[src/rtl/dec_pkg.sv]
// dec_pkg: shared FSM states, core operation codes and GF(2^8) helper
// for the decrypt round scheduler and its core.
package dec_pkg;
    typedef enum logic [2:0] {S_IDLE, S_HEAD, S_ROUND, S_TAIL, S_DONE} state_t;
    typedef enum logic [1:0] {M_NONE = 2'd0, M_HEAD = 2'd1, M_ROUND = 2'd2, M_TAIL = 2'd3} mode_t;

    localparam int         NUM_ROUNDS = 9;
    localparam logic [3:0] KEY_FIRST  = 4'd11;
    localparam logic [3:0] KEY_LAST   = 4'd1;

    function automatic logic [7:0] gf_mul(input logic [7:0] a, input logic [7:0] b);
        logic [7:0] p, x;
        p = 8'h00;
        x = a;
        for (int i = 0; i < 8; i++) begin
            if (b[i]) p = p ^ x;
            x = {x[6:0], 1'b0} ^ (x[7] ? 8'h1b : 8'h00);
        end
        return p;
    endfunction
endpackage

[src/rtl/decrypt_round_sched.sv]
// decrypt_round_sched: sequences HEAD, 9 ROUNDs and TAIL on a shared external
// core, holding each step ROUND_LAT cycles, then presents the plaintext.
module decrypt_round_sched
    import dec_pkg::*;
#(
    parameter int ROUND_LAT = 1
) (
    input  logic         clk,
    input  logic         rst_an,
    input  logic         in_valid,
    output logic         in_ready,
    input  logic [127:0] cipher,
    input  logic         select_in,
    output logic         out_valid,
    input  logic         out_ready,
    output logic [127:0] plain,
    output logic [3:0]   key_idx,
    output logic [1:0]   core_mode,
    output logic         core_sel,
    output logic [127:0] core_in,
    input  logic [127:0] core_out,
    output logic         busy
);
    state_t       r_state, w_next;
    mode_t        w_mode;
    logic [127:0] r_data;
    logic         r_sel;
    logic [3:0]   r_round, w_key;
    logic [1:0]   r_wait;
    logic         w_last;

    assign w_last = (r_wait == 2'(ROUND_LAT - 1));

    always_ff @(posedge clk or negedge rst_an)
        if (!rst_an) r_state <= S_IDLE;
        else         r_state <= w_next;

    always_comb begin
        w_next = r_state;
        w_key  = 4'd0;
        w_mode = M_NONE;
        case (r_state)
            S_IDLE:  if (in_valid) w_next = S_HEAD;
            S_HEAD: begin
                w_key  = KEY_FIRST;
                w_mode = M_HEAD;
                if (w_last) w_next = S_ROUND;
            end
            S_ROUND: begin
                w_key  = KEY_FIRST - 4'd1 - r_round;
                w_mode = M_ROUND;
                if (w_last && r_round == 4'(NUM_ROUNDS - 1)) w_next = S_TAIL;
            end
            S_TAIL: begin
                w_key  = KEY_LAST;
                w_mode = M_TAIL;
                if (w_last) w_next = S_DONE;
            end
            S_DONE:  if (out_ready) w_next = S_IDLE;
            default: w_next = S_IDLE;
        endcase
    end

    always_ff @(posedge clk or negedge rst_an)
        if (!rst_an) begin
            r_data  <= '0;
            r_sel   <= 1'b0;
            r_round <= 4'd0;
            r_wait  <= 2'd0;
        end else if (r_state == S_IDLE) begin
            if (in_valid) begin
                r_data  <= cipher;
                r_sel   <= select_in;
                r_round <= 4'd0;
                r_wait  <= 2'd0;
            end
        end else if (w_mode != M_NONE) begin
            r_wait <= w_last ? 2'd0 : r_wait + 2'd1;
            if (w_last) begin
                r_data <= core_out;
                if (r_state == S_ROUND) r_round <= r_round + 4'd1;
            end
        end

    assign in_ready  = (r_state == S_IDLE);
    assign busy      = !in_ready;
    assign out_valid = (r_state == S_DONE);
    assign plain     = r_data;
    assign core_in   = r_data;
    assign core_sel  = r_sel;
    assign key_idx   = w_key;
    assign core_mode = w_mode;
endmodule

[config.mk]
export PLATFORM = sky130hd
export DESIGN_NAME = decrypt_round_sched
export DESIGN_NICKNAME = d
export VERILOG_FILES = /design/src/rtl/dec_pkg.sv /design/src/rtl/decrypt_round_sched.sv
export SDC_FILE = /design/constraint.sdc
export NUM_CORES = 1
export LEC_CHECK = 0
export CORE_AREA = 3 3 202 204
export CTS_CLUSTER_SIZE = 10
export DETAILED_ROUTE_END_ITERATION = 16
export DIE_AREA = 0 0 205 207
export GPL_TIMING_DRIVEN = 0
export HOLD_SLACK_MARGIN = 0.02
export PLACE_DENSITY = 0.57
export SLEW_MARGIN = 30
export SYNTH_ARGS = -nofsm -noshare
export SYNTH_HDL_FRONTEND = slang
export SYNTH_SLANG_ARGS = --single-unit
[constraint.sdc]
create_clock -name clk -period 5.03 [get_ports clk]
set_input_delay 0.503 -clock clk [delete_from_list [all_inputs] [get_ports clk]]
set_output_delay 0.503 -clock clk [all_outputs]
set_load 0.02 [all_outputs]
; Word-level counts from Yosys, hierarchy flattened
; Index checks and enable logic that the tools add are counted.
; W data, S select, Z words.
[word_totals]
reg_bits = 138
latchBits = 0
ram_bits = 0
mem_bits_ro = 0
input_bits = 261
output_inout_bits = 266
wordCells = 52
n_memories = 0
[classes]
n_addsub = 3
mul = 0
div_mod_pow = 0
magnitude_cmp = 0
n_eq_ne = 10
n_shift = 0
n_mux = 21
bitwise = 0
reduce_logical = 13
[op_table]
columns = cell, n
row1 = $mux W128, 4
row2 = $mux W4, 5
row3 = $mux W3, 5
row4 = $pmux W3 S5, 1
row5 = $pmux W4 S3, 1
row6 = $mux W2, 4
row7 = $ne A2 B2 Y1 const B, 4
row8 = $reduce_bool A2 Y1, 4
row9 = $eq A3 B2 Y1 const B, 2
row10 = $pmux W2 S3, 1
row11 = $reduce_and A5 Y1, 1
row12 = $add A4 B1 Y4 const B, 1
row13 = $eq A4 B4 Y1 const B, 1
row14 = $reduce_and A2 Y1, 2
row15 = $reduce_and A4 Y1, 1
row16 = $sub A4 B4 Y4 const A, 1
row17 = $eq A3 B1 Y1 const B, 1
row18 = $eq A3 B3 Y1 const B, 1
row19 = $logic_not A3 Y1, 1
row20 = $reduce_and A3 Y1, 1
row21 = $add A2 B1 Y2 const B, 1
row22 = $logic_not A2 Y1, 1
row23 = $ne A2 B1 Y1 const B, 1
row24 = $logic_and A1 B1 Y1, 1
row25 = $logic_not A1 Y1, 1

; Depth between registers and ports, before layout
; Gate-level depths: netlist (run 1).
[logic_depth]
word_depth = 5
ltp_mapped = 7
ltp_nobuf = 5

; Least setup slack after synthesis (run 1)
; Ideal clock, no wire load.
[synth_timing]
kind = flip-flop to flip-flop
start = reg r_state[0]
end = reg r_data[72], in the netlist core_in[72]
setup_time_ns = 0.127
arrival_ns = 1.909
slack_ns = 2.993
path_stages_with_launch = 8
n_path_buf = 3
synth_period_minus_slack_ns = 2.037
cell_sequence = dfrtp_1 -> buf_6 -> or3_4 -> inv_2 -> buf_4 -> buf_6 -> mux2_1 -> mux2_1
[synth_between]
elab_cells_between_ends = 11
cone_classes = 4 x eq/ne / 2 x mux / 5 x reduce/logical
[synth_rtl]
columns = item, line_no
row1 = from (decl), decrypt_round_sched.sv:24  ; state_t r_state, w_next;
row2 = from (signal assigned), decrypt_round_sched.sv:36  ; else r_state <= w_next;
row3 = $logic_not A3 Y1 (*), n/a
row4 = named net in_ready, decrypt_round_sched.sv:11  ; output logic in_ready,
row5 = $ne A2 B2 Y1 (no line) / $reduce_bool A2 Y1 (equally long branches), n/a
row6 = $reduce_and A3 Y1 (no line), n/a
row7 = to (signal assigned), decrypt_round_sched.sv:72  ; r_data <= cipher;
row8 = to (signal assigned), decrypt_round_sched.sv:80  ; r_data <= core_out;
row9 = to (decl), decrypt_round_sched.sv:26  ; logic [127:0] r_data;
; Mark *: on every way through the listed nets, which the timed path passes. The rest lies on a longest branch.
; A chain may end at the register's enable or synchronous reset.

; Worst setup path in the final report (run 1)
[layout_timing]
start = reg r_state[0]
end = out in_ready
[layout_between]
elab_chain_cells = 1
[layout_rtl]
columns = item, line_no
row1 = $logic_not A3 Y1, decrypt_round_sched.sv:85  ; assign in_ready = (r_state == S_IDLE);
row2 = to (decl), decrypt_round_sched.sv:11
; Every way passes these cells.

==> results of run 1 <==
==> final timing paths <==
check	to	slack (ns)	depth (start not counted)	start
min in group asynchronous	core_in[42]	0.60	2	rst_an
setup / recovery	in_ready	2.10	6	r_state[0]
setup reg to reg	core_in[125]	2.74	7	r_state[0]
max in group asynchronous	core_in[117]	3.63	3	rst_an
hold / removal	core_sel	0.52	1	core_sel
hold reg to reg	core_sel	0.52	1	core_sel
==> placed cells by master, fill, tap and decap left out, drive strengths merged, types with 2 or more instances in the layout <==
cell / instances
clkdlybuf4s50: 525
mux2: 257
buf: 161
dfrtp: 138
clkbuf: 20
inv: 10
nand2: 7
clkinv: 6
ha: 5
bufinv: 4
a21oi: 4
xnor2: 3
nor3: 3
nor2: 3
o21ai: 3
mux2i: 3
or2: 2
nand2b: 2
a22o: 2
clkinvlp: 2
or3: 2
==> sequential cells by signal, indices dropped and copies added, names as in the netlist <==
signal and cells:
core_in 128, core_sel 1, r_round 4, r_state 3, r_wait 2
==> worst max-delay path: stages (launching register included) <==
cell,delay [ns]
dfrtp_1,0.37
buf_6,0.13
or3_4,0.38
inv_2,0.09
buf_4,0.20
buf_6,0.18
clkdlybuf4s50_1,0.62
==> routing by layer <==
layer	track usage [%]	wire length [um]
met1	17.12	12630
met2	25.87	15980
met3	3.646	2063
met4	5.114	696
met5	0	0
==> power groups by stage <==
stage,combinational (mW),clock (mW),sequential [mW]
after floorplan,4.73,0,2.78
after global placement,8.44,0,2.33
after detailed placement,8.50,0,2.32
after CTS,8.52,1.43,2.32
after global routing,8.86,1.47,2.40
final,8.37,1.38,2.30
==> logic make-up after synthesis <==
| logic type | synth area share [%] |
|---|---|
| multiplexers | 38.81 |
| XOR/XNOR | 0.3092 |
| AND/OR/NAND/NOR | 2.002 |
| flip-flops | 40.62 |
| adder cells (fa/ha/maj) | 0.7359 |
| buffers and inverters | 16.44 |
| AO/OA/AOI/OAI | 1.075 |
==> area by class of cell <==
type	count	area, um^2
fill	3885	24360
timing repair buffer	528	5308
multi-input combinational	310	3650
sequential	138	3453
buffer	161	1368
tap	525	656.9
clock buffer	18	439.2
clock inverter	14	193.9
inverter	8	30.03
==> stage by stage <==
step	total power [mW]	hold slack, ns	instance area [um^2]	util (%)
finish	12.05	0.5200	15100	38.26
global route	12.73	0.5564	15100	38.26
CTS	12.27	0.5205	15100	38.26
detailed placement	10.83	0.4888	14460	36.63
global placement	10.76	0.4857	14420	36.55
floorplan	7.506	0.2074	8501	-
==> run metrics, run 1 <==
initial antenna violation count 0; Max FO, Critical Path 10; first-pass GRT wire length ~47000 um; global route total overflow 0; Crit Path Class reg -> out; syn_nets 883; P_leak 6.463 nW; share of the synthesized area in the top cell type 40.62%; Ys Warns 0; number of diodes 0; Final Worst Setup Slack 2.105 ns; largest net degree at the start of global routing 75; WL final ~31000 um; most frequent cell after synthesis buf_4; HPWL after DPL 25090 um; io pins 527; RSZ-0062 raised after global routing false; buffers added on ports 526; Placement Rows 73; total number of vias 6643; Post-synth ARST share 100.0%; clock buffer depth 2; Post-Route Setup TNS 0 ns; Sw Ratio 38.13%; fin crit share 58.16%; count of pins over their slew limit 0; Mapped Area 8501 um^2; Synth cell types 40; # placed instances 1669; Synth Register Bits 138; Critical Path RT between 4 and 5 ns; Final Hold Viols 0; Worst-Skew Late Latency 0.44 ns; CTS tree built; sequential share of power 19.1%; Final Skew 0.01350 ns; Area Overhead vs Synth 77.61%; status finished, final reports clean; Arrival @ worst endpoint 2.42 ns; Clock Power Share between 10% and 20%; DIE AREA 42440 um^2; Crit. End Element output pin; hold crit path type reg -> reg; Max VDD drop roughly 340 uV; Root Driver clkbuf_16; Post-synth EDFFs 0; # DRC 0; minimum clock period approximately 3 ns; vias per cell 3.903; Mean Syn Cell Area 13.78 um^2; die height around 210 um; Internal 7.456 mW; DR pass1 iterations 4; ys flop type dfrtp_1; worst slack, placed 2.405 ns; share of post-route cells with drive strength above 1 35.17%; core area 39460 um^2; final setup vio count 0; wire length per cell 18.43 um; Max-slew headroom 63.32%; Num Clock Sinks 138; Fmax 0.3418 GHz; PostCTS Resize Cnt 0; non-filler cells, final 1702; Slew @ Worst Pin 0.5502 ns; Antenna Nets Post-Route 0; largest area contributor in the netlist dfrtp_1; initial DRC count roughly 160; register area share after synthesis 40.62%; Die W 205 um; pwr dens 798.2 nW/um^2; post-CTS setup buffers 0; Synth area leaders dfrtp_1, mux2_4, mux2_2; Max-cap violations 0; sw power 4.595 mW; CTS Buf Count 17; CP startpoint kind flop; nets between 1000 and 1500; cells after synthesis 617; Comb pwr share 69.5%; vias in the first global route between 7000 and 8000; H-tree levels 4; CTS clk-pin slew, worst paths 0.06 ns; GRT Util Overall 14.64%; synth cell count leaders buf_4, dfrtp_1, mux2_2; GP Congestion 0.7870; cts hold-fix bufs 1; Initial Util around 22%
Note: power is estimated with default switching activity, not from simulation.
==> run 2, diff against run 1 <==
- clock period: 5.03 -> 2.9 ns (I/O delays scaled with it)
==> results of run 2 <==
The final DEF is identical to that of run 1. Status: finished, final reports clean.
Main changes from that run: setup slack after placement 2.405 ns -> 0.4879 ns; setup slack after layout 2.105 ns -> 0.1877 ns; hold slack 0.5200 ns -> 0.3858 ns; register-to-register setup slack 2.74 ns -> 0.61 ns; total power 12.05 mW -> 20.90 mW; worst IR drop on VDD 336.2 uV -> 583.1 uV
==> run 3, diff against run 2 <==
- CORE_AREA: 3 3 202 204 -> 3 3 205 207
- DIE_AREA: 0 0 205 207 -> 0 0 208 210
- PLACE_DENSITY: 0.57 -> 0.56
==> run 3 against run 2 <==
- power down 1.7%
- design area is 0.61% lower
- worst hold slack improved by 0.012 ns
- first-iteration DRC count increased by 7.7%
- clock power is 13% lower
- sequential cell count unchanged
- sequential share of layout area is 0.14 points higher
- largest power group unchanged
==> run metrics, run 3 (synthesis results as in run 1) <==
# placed instances between 1500 and 2000; final core utilization 37.00%; DIE AREA 43680 um^2; first-pass GRT wire length 45620 um; Sw Ratio between 30% and 40%; hold_ws 0.3979 ns; Arrival @ worst endpoint 2.46 ns; buffers added on ports between 500 and 600; Clock Power Share just over 10%; commonest non-fill, non-tap cell in the layout clkdlybuf4s50_1; count of pins over their slew limit 0; post-route cell area 15010 um^2; fin crit share 94.70%; minimum clock period 2.746 ns; WL final 30670 um; io pins 527; Area Overhead vs Synth 76.52%; clock buffer depth 2; largest net degree at the start of global routing 73; Critical Path RT 2.61 ns; sw power 7.874 mW; share of post-route cells with drive strength above 1 34.61%; Internal 12.66 mW; CTS tree built; sequential share of power 19.3%; Num Clock Sinks 138; vias in the first global route around 7200; most frequent cells in the layout clkdlybuf4s50_1, buf_4, dfrtp_1, mux2_2, mux2_4; Slew @ Worst Pin around 0.58 ns; GRT Util Overall 13.63%; placed inst area 14460 um^2; non-filler cells, final 1708; DR pass1 iterations 4; Antenna Nets Post-Route 0; Crit. End Element output pin; post-CTS setup buffers 0; max reg flops 128; # DRC 0; initial DRC count 167; Die W 208 um; Max-cap violations 0; status finished, final reports clean; total number of vias 6613; worst slack, placed between 0.5 and 0.6 ns; Worst-Skew Late Latency 0.44 ns; final setup vio count 0; HPWL after DPL 24450 um; Final Worst Setup Slack 0.1538 ns; Fmax 0.3641 GHz; Post-Route Setup TNS 0 ns; Max FO, Critical Path 10; H-tree levels 4; total power between 20 and 25 mW; die height 210 um; crit path from r_state[0]; wire length per cell 17.96 um; Reg-to-Reg Start r_state[0]; pwr dens approximately 1400 nW/um^2; nets 1430; RSZ-0062 raised after global routing false; Placement Rows 74; hold crit path type in -> async; Final Skew 0.009875 ns; initial antenna violation count 0; vias per cell a little under 4; Reg2Reg Depth 7; Crit Path Class reg -> out; Max VDD drop 672.1 uV; Initial Util 20.96%; CTS Buf Count 17; Final Hold Viols 0; CP startpoint kind flop; core area 40550 um^2; number of diodes 0; Comb pwr share 70.6%; GP Congestion 0.7563; Root Driver clkbuf_16; Max-slew headroom ~61%; CTS clk-pin slew, worst paths about 0.070 ns; global route total overflow 0; P_leak about 6.4 nW
-- run 3: changes by cell type in the layout (fill, tap and decap cells not counted) --
cell	previous run	this run
clkinv_4	3	2
clkbuf_1	2	8
clkinvlp_4	2	1
inv_6	2	0
bufinv_16	4	1
-- run 3: worst max-delay path: stages (launching register included) --
cell             delay [ns]
dfrtp_1                0.37
buf_6                  0.13
or3_4                  0.39
inv_2                  0.08
buf_4                  0.23
buf_6                  0.19
clkdlybuf4s50_1        0.62
-- run 3: power by group through the flow --
stage	clock network (mW)	registers, mW	logic, mW
after CTS	2.16	4.00	14.7
after global placement	0	4.01	14.6
after global routing	2.23	4.13	15.3
after detailed placement	0	4.00	14.7
after floorplan	0	4.81	8.20
final	2.07	3.96	14.5
-- run 3: timing repair --
item	in CTS	in global routing
hold buffers	1	0
gates resized for setup	0	0
hold endpoints to repair	66	0
-- run 3: path summary, 6_finish.rpt --
| check | endpoint | slack [ns] |
|---|---|---|
| worst min register to register | core_sel | 0.50 |
| worst max-delay path | in_ready | 0.15 |
| worst max register to register | core_in[53] | 0.71 |
| worst min-delay path | core_in[110] | 0.40 |
| min in group clk | core_sel | 0.47 |
| max in group asynchronous | core_in[78] | 1.67 |
-- run 3: layer usage --
layer / track usage [%] / vias to the layer above / part of all wire, %
met5: 0 / - / 0
met4: 4.185 / 0 / 1.6
met3: 3.870 / 25 / 6.2
met2: 23.82 / 283 / 51
met1: 16.32 / 3196 / 41
li1: - / 3109 / -
-- run 3: layout make-up --
type	instances	area [um^2]
Fill cell	4025	25550
Timing Repair Buffer	528	5308
Clock inverter	7	70.07
Inverter	8	30.03
Buffer	161	1368
Sequential cell	138	3453
Multi-Input combinational cell	310	3650
Clock buffer	24	461.7
Tap cell	532	665.6
